<file path="src/rtl/rom_frame_stats.sv">
// Frame statistics engine: accumulates sum, min, max and word count over one
// frame of ROM read data and publishes the results with a one-cycle strobe.
module rom_frame_stats #(
    parameter int DATA_W    = 16,
    parameter int FRAME_LEN = 100,
    parameter int CNT_W     = 7
) (
    input  logic                    clk,
    input  logic                    rst,
    input  logic                    start,
    input  logic                    abort,
    input  logic                    in_valid,
    input  logic [DATA_W-1:0]       in_data,
    output logic                    busy,
    output logic                    stat_valid,
    output logic                    frame_err,
    output logic [DATA_W+CNT_W-1:0] sum_out,
    output logic [DATA_W-1:0]       min_out,
    output logic [DATA_W-1:0]       max_out,
    output logic [CNT_W-1:0]        count_out
);

    localparam int SUM_W = DATA_W + CNT_W;
    localparam logic [CNT_W-1:0] LAST_IDX = CNT_W'(FRAME_LEN - 1);

    typedef enum logic [1:0] {
        S_IDLE  = 2'd0,
        S_ACCUM = 2'd1,
        S_DONE  = 2'd2
    } state_t;

    state_t state, state_nxt;

    logic [SUM_W-1:0]  acc_sum;
    logic [DATA_W-1:0] acc_min;
    logic [DATA_W-1:0] acc_max;
    logic [CNT_W-1:0]  acc_cnt;
    logic              err_pend, err_pend_nxt;

    logic clear, take, last_word;

    assign last_word = (acc_cnt == LAST_IDX);

    // Completion takes priority over abort when both land on the last word.
    always_comb begin
        state_nxt    = state;
        err_pend_nxt = err_pend;
        clear        = 1'b0;
        take         = 1'b0;
        case (state)
            S_IDLE: begin
                if (start) begin
                    state_nxt = S_ACCUM;
                    clear     = 1'b1;
                end
            end
            S_ACCUM: begin
                take = in_valid;
                if (in_valid && last_word) begin
                    state_nxt    = S_DONE;
                    err_pend_nxt = 1'b0;
                end else if (abort) begin
                    state_nxt    = S_DONE;
                    err_pend_nxt = 1'b1;
                end
            end
            S_DONE:  state_nxt = S_IDLE;
            default: state_nxt = S_IDLE;
        endcase
    end

    always_ff @(posedge clk or posedge rst) begin
        if (rst) begin
            state    <= S_IDLE;
            err_pend <= 1'b0;
        end else begin
            state    <= state_nxt;
            err_pend <= err_pend_nxt;
        end
    end

    // Working registers
    always_ff @(posedge clk or posedge rst) begin
        if (rst) begin
            acc_sum <= '0;
            acc_min <= '1;
            acc_max <= '0;
            acc_cnt <= '0;
        end else if (clear) begin
            acc_sum <= '0;
            acc_min <= '1;
            acc_max <= '0;
            acc_cnt <= '0;
        end else if (take) begin
            acc_sum <= acc_sum + {{CNT_W{1'b0}}, in_data};
            acc_min <= (in_data < acc_min) ? in_data : acc_min;
            acc_max <= (in_data > acc_max) ? in_data : acc_max;
            acc_cnt <= acc_cnt + 1'b1;
        end
    end

    // Result registers load on the edge that leaves DONE.
    always_ff @(posedge clk or posedge rst) begin
        if (rst) begin
            busy       <= 1'b0;
            stat_valid <= 1'b0;
            frame_err  <= 1'b0;
            sum_out    <= '0;
            min_out    <= '0;
            max_out    <= '0;
            count_out  <= '0;
        end else begin
            busy       <= (state_nxt != S_IDLE);
            stat_valid <= (state == S_DONE);
            if (state == S_DONE) begin
                frame_err <= err_pend;
                sum_out   <= acc_sum;
                min_out   <= acc_min;
                max_out   <= acc_max;
                count_out <= acc_cnt;
            end
        end
    end

endmodule

</file>
<file path="config.mk">
export PLATFORM = sky130hd
export DESIGN_NAME = rom_frame_stats
export DESIGN_NICKNAME = d
export VERILOG_FILES = /design/src/rtl/rom_frame_stats.sv
export SDC_FILE = /design/constraint.sdc
export NUM_CORES = 1
export LEC_CHECK = 0
export ABC_AREA = 1
export BUFFER_PORTS_ARGS = -buffer_cell sky130_fd_sc_hd__buf_2
export CAP_MARGIN = 20
export CORE_MARGIN = 2
export CORE_UTILIZATION = 55
export DETAILED_ROUTE_END_ITERATION = 16
export PLACE_DENSITY = 0.76
export RECOVER_POWER = 25
export SYNTH_ARGS = -nofsm -noshare
export SYNTH_HDL_FRONTEND = slang
export SYNTH_SLANG_ARGS = --single-unit
export TNS_END_PERCENT = 10
</file>
<file path="constraint.sdc">
create_clock -name clk -period 5.4 [get_ports clk]
set_clock_uncertainty 0.15 [all_clocks]
set_input_delay 1.08 -clock clk [delete_from_list [all_inputs] [get_ports clk]]
set_output_delay 1.08 -clock clk [all_outputs]
set_load 0.03 [all_outputs]
</file>
# == Word-level counts from Yosys, hierarchy flattened ==
# Cells that the tools add are included.
# totals
register_bits,130
latchBits,0
mem_bits_rw,0
rom_bits,0
wordCells,49
n_memories,0
# op_classes
n_addsub,2
n_mul,0
div,0
order_cmp,2
eq_ne,3
shift,0
mux,19
bitwise_logic,0
reduce_logical,10
# op_table
operator,n
$mux W16,6
$mux W23,2
$add A23 B16 Y23,1
$gt A16 B16 Y1,1
$lt A16 B16 Y1,1
$mux W7,2
$reduce_bool A2 Y1,5
$add A7 B1 Y7 const B,1
$eq A7 B7 Y1 const B,1
$mux W2,3
$reduce_and A2 Y1,3
$mux W1,5
$pmux W2 S2,1
$eq A2 B1 Y1 const B,1
$eq A2 B2 Y1 const B,1
$logic_not A2 Y1,1
$logic_and A1 B1 Y1,1

# == Longest topological paths before layout ==
# depth
ltp_word,5
mapped_depth,14
mapped_depth_nobuf,13

# == Worst setup path before layout ==
# Ideal clock, no wire load.
# synth_path
path_kind,input -> register
from,in in_data[0]
to,reg acc_sum[16]
setup_ns,0.119
arrival_time_ns,2.376
required_ns,5.131
setup_slack_ns,2.755
path_stages,13
n_path_buf,0
path_cell_list,ha_1 > inv_1 > fa_1 > inv_1 > nand3_1 > nand3_1 > nand2_1 > nand2_1 > nand2_1 > nand2_1 > nand3_1 > nand2_1 > nor2_1
# synth_via
elab_chain_cells,3
# synth_rtl
element,line,source
"start, declared",13,"input logic [DATA_W-1:0] in_data,"
$add A23 B16 Y23,95,"acc_sum <= acc_sum + {{CNT_W{1'b0}}, in_data};"
$mux W23,94,end else if (take) begin
$mux W23,89,end else if (clear) begin
"end signal, assigned",95,
"end, declared",34,logic [SUM_W-1:0] acc_sum;
# Every way passes these cells. The select of a mux whose other input is x is not followed.
# A chain may end at the register's enable or synchronous reset.

# == Worst setup path after layout ==
# layout_path
from,in in_valid
to,reg acc_min[6]
# layout_via
elab_chain_cells,3
# layout_rtl
element,line,source
"start, declared",12,"input logic in_valid,"
$mux W1,50,case (state)
$reduce_bool A2 Y1 (no source line),--,
$reduce_and A2 Y1 (no source line),--,
"end signal, assigned",96,acc_min <= (in_data < acc_min) ? in_data : acc_min;
"end, declared",35,logic [DATA_W-1:0] acc_min;
# Every way passes these cells.

==> flow_summary_export.csv <==
group,metric,value,unit
power,p_comb_frac,0.435,
route,drt_iter0_drc,369,
global_route,grt_pass1_vias,5693,
route,wl_per_cell,14.0,µm
timing,setup_tns,0,ps
route,vias_per_cell,5.18,
finish,fin_util,0.642,
clocking,clock_path_buffers,2,
outcome,status,"complete, but fails checks",
power,intPower,2570,µW
setup_path,critPathLaunchType,"primary input",
outcome,violations,"max-capacitance violations, max-slew violations",
clocking,post_cts_buffers,0,
setup_path,r2r_slack,2590,ps
route,drcViolationCount,0,
min_path,hp-class,"reg -> reg",
clocking,hold_buffers,0,
global_route,grt_remaining_overflow,0,
power,swShare,0.435,
global_route,grt_max_degree,74,
floorplanning,io_pins,86,
power,vdd.ir_drop.worst,0.210,mV
setup_path,crit_path_cell_trace,"clkbuf_1 -> nand2_1 -> inv_2 -> nand3_1 -> a21oi_1 -> nand2_2 -> nand2_4 -> nand2_1 -> nand2_1",
floorplanning,rows,41,
route,drtAntennaViolNets,0,
yosys,synth_top_flop_cell,"dfrtp_1",
floorplanning,coreArea,0.0126,mm²
clocking,cts.sinks,130,
yosys,ys_async_sr_fraction,1.00,
clocking,cts-root-buf,"clkbuf_16",
power,p_sw,1980,µW
timing,final_max_slew_viol_count,57,
floorplanning,die_height,117,µm
clocking,cts_tree,"built",
route,vias,6077,
setup_path,endpoint_kind,"register",
timing,setup_viol,0,
timing,fin_crit,3000,ps
clocking,htreeDepth,4,
route,drt-total-wl,16.5,mm
global_route,grt_usage,0.261,
finish,layout_commonest_cell,"nand2_1",
placement,hpwl,11.9,mm
power,p_leak,0.00440,µW
setup_path,crit_path_frequent_cell,"nand2_1",
timing,holdWs,313,ps
timing,timing.fmax,333,MHz
placement,port_buffers,85,
placement,place.gp.congestion,0.870,
global_route,grt_pass1_wl,27.4,mm
finish,drive_gt1_frac,0.153,
power,seqPwrFrac,0.348,
yosys,syn_avg_cell_area,7.75,µm²
setup_path,critPathMaxFanout,22,
setup_path,required,5610,ps
timing,worstMarginPinSlew,2500,ps
timing,rsz0062_at_grt,"no",
clocking,path_clk_slew,50,ps
yosys,synth_edf_count,0,
timing,timing.slew.headroom,-0.678,
setup_path,cp.arrival,3210,ps
setup_path,slowest_stage,"inv_2",
finish,final_cell_mix,"296 x nand2_1, 114 x dfrtp_1, 108 x inv_1, 84 x buf_2, 79 x o21ai_0",
yosys,synthCells,909,
timing,fin_crit_sh,0.556,
yosys,ys_seq_elements,130,
yosys,ys_warn_count,0,
floorplanning,start_util,0.560,
setup_path,crit_type,"in -> reg",
route,first_pass_iters,5,
floorplanning,die_w,117,µm
yosys,syn_nets,979,
placement,dpl.cell_count,1142,
yosys,syn-cell-area,0.00704,mm²
power,clock_power_share,0.217,
finish,area_delta_synth_final,14.6,%
run,cap_violations,1,
yosys,ys_seq_area_frac,0.465,
timing,hold_viol_final,0,
clocking,cts_buffers,17,
finish,final_cells,1173,
clocking,clk_latency,420,ps
power,powerDensity,563,mW/mm²
yosys,ys_types,30,
clocking,cts_resized,0,
finish,finalNetCount,1059,
global_route,antenna_found_initial,0,
setup_path,cpPeakStageDelay,530,ps
finish,diodes,0,
floorplanning,dieArea,0.0137,mm²
==> sequential cells by signal, indices dropped and copies added, names as in the netlist <==
name        flops
acc_sum        23
sum_out        23
acc_max        16
acc_min        16
max_out        16
min_out        16
acc_cnt         7
count_out       7
state           2
busy            1
err_pend        1
frame_err       1
stat_valid      1
==> power by group through the flow <==
stage               registers, µW  clock network (µW)  logic [µW]
finish                       1580                 988        1980
global route                 1640                1050        2260
CTS                          1580                1000        1980
detailed placement           1600                   0        1980
global placement             1590                   0        1940
floorplan                    1930                   0        1090
==> cell type report <==
type	count	area, µm²
Tap cell	172	215
Multi-Input combinational cell	639	3210
Clock inverter	7	37.5
Clock buffer	24	462
Fill cell	1122	4490
Inverter	112	422
Sequential cell	130	3270
Timing Repair Buffer	89	454
==> routing by layer <==
| metal | wire, µm | vias up | GRT usage |
|---|---|---|---|
| li1 | - | 3071 | - |
| met2 | 7500 | 148 | 0.406 |
| met4 | 342 | 0 | 0.0910 |
| met5 | 0 | - | 0 |
| met3 | 762 | 27 | 0.0489 |
| met1 | 7860 | 2831 | 0.368 |
==> Yosys cell counts, types with 2 or more instances <==
library cell  number  area share
or2_2             15       0.013
nor2_1            46       0.025
nand2_1          295        0.16
o21bai_1           3      0.0032
buf_2             12      0.0085
nor3_1            14      0.0099
o22ai_1            5      0.0044
and2_1             3      0.0027
dfstp_2           16       0.060
nor4_1             2      0.0018
o21ai_0           79       0.056
nand2_2            3      0.0027
nand3_1           77       0.055
clkbuf_1          14      0.0075
ha_1              48       0.085
dfrtp_1          114        0.40
a21oi_1           39       0.028
buf_6              2      0.0032
inv_1            110       0.059
inv_2              2      0.0011
==> worst max-delay path: cells and delay by family <==
| kind | cells | cell delay [ps] |
|---|---|---|
| compound gates | 1 | 170 |
| buf+inv | 2 | 650 |
| simple gates | 6 | 1300 |
==> stage by stage <==
| step | power, µW | worst slack (ps) | instance area, µm² |
|---|---|---|---|
| after floorplan | 3030 | 727 | 7040 |
| after global routing | 4940 | 2070 | 8070 |
| final | 4550 | 2400 | 8070 |
| after global placement | 3530 | 2150 | 7590 |
| after CTS | 4570 | 2510 | 8090 |
| after detailed placement | 3570 | 2070 | 7590 |
==> cells by family after synthesis <==
group           count (synthesis)  share of synthesized area
compound gates                130                     0.0954
xor+xnor                        1                    0.00124
fa+ha+maj                      49                     0.0881
buf+inv                       140                     0.0789
flops                         130                      0.465
simple gates                  459                      0.272
==> worst paths after layout <==
kind	start	end	depth (start not counted)
max	in_valid	acc_min[6]	9
min	sum_out[18]	sum_out[18]	2
max reg2reg	state[1]	min_out[8]	6
min reg2reg	sum_out[18]	sum_out[18]	2
max in group asynchronous	rst	acc_min[9]	3
min in group asynchronous	rst	sum_out[7]	2
Power figures use the tool's default switching activity.
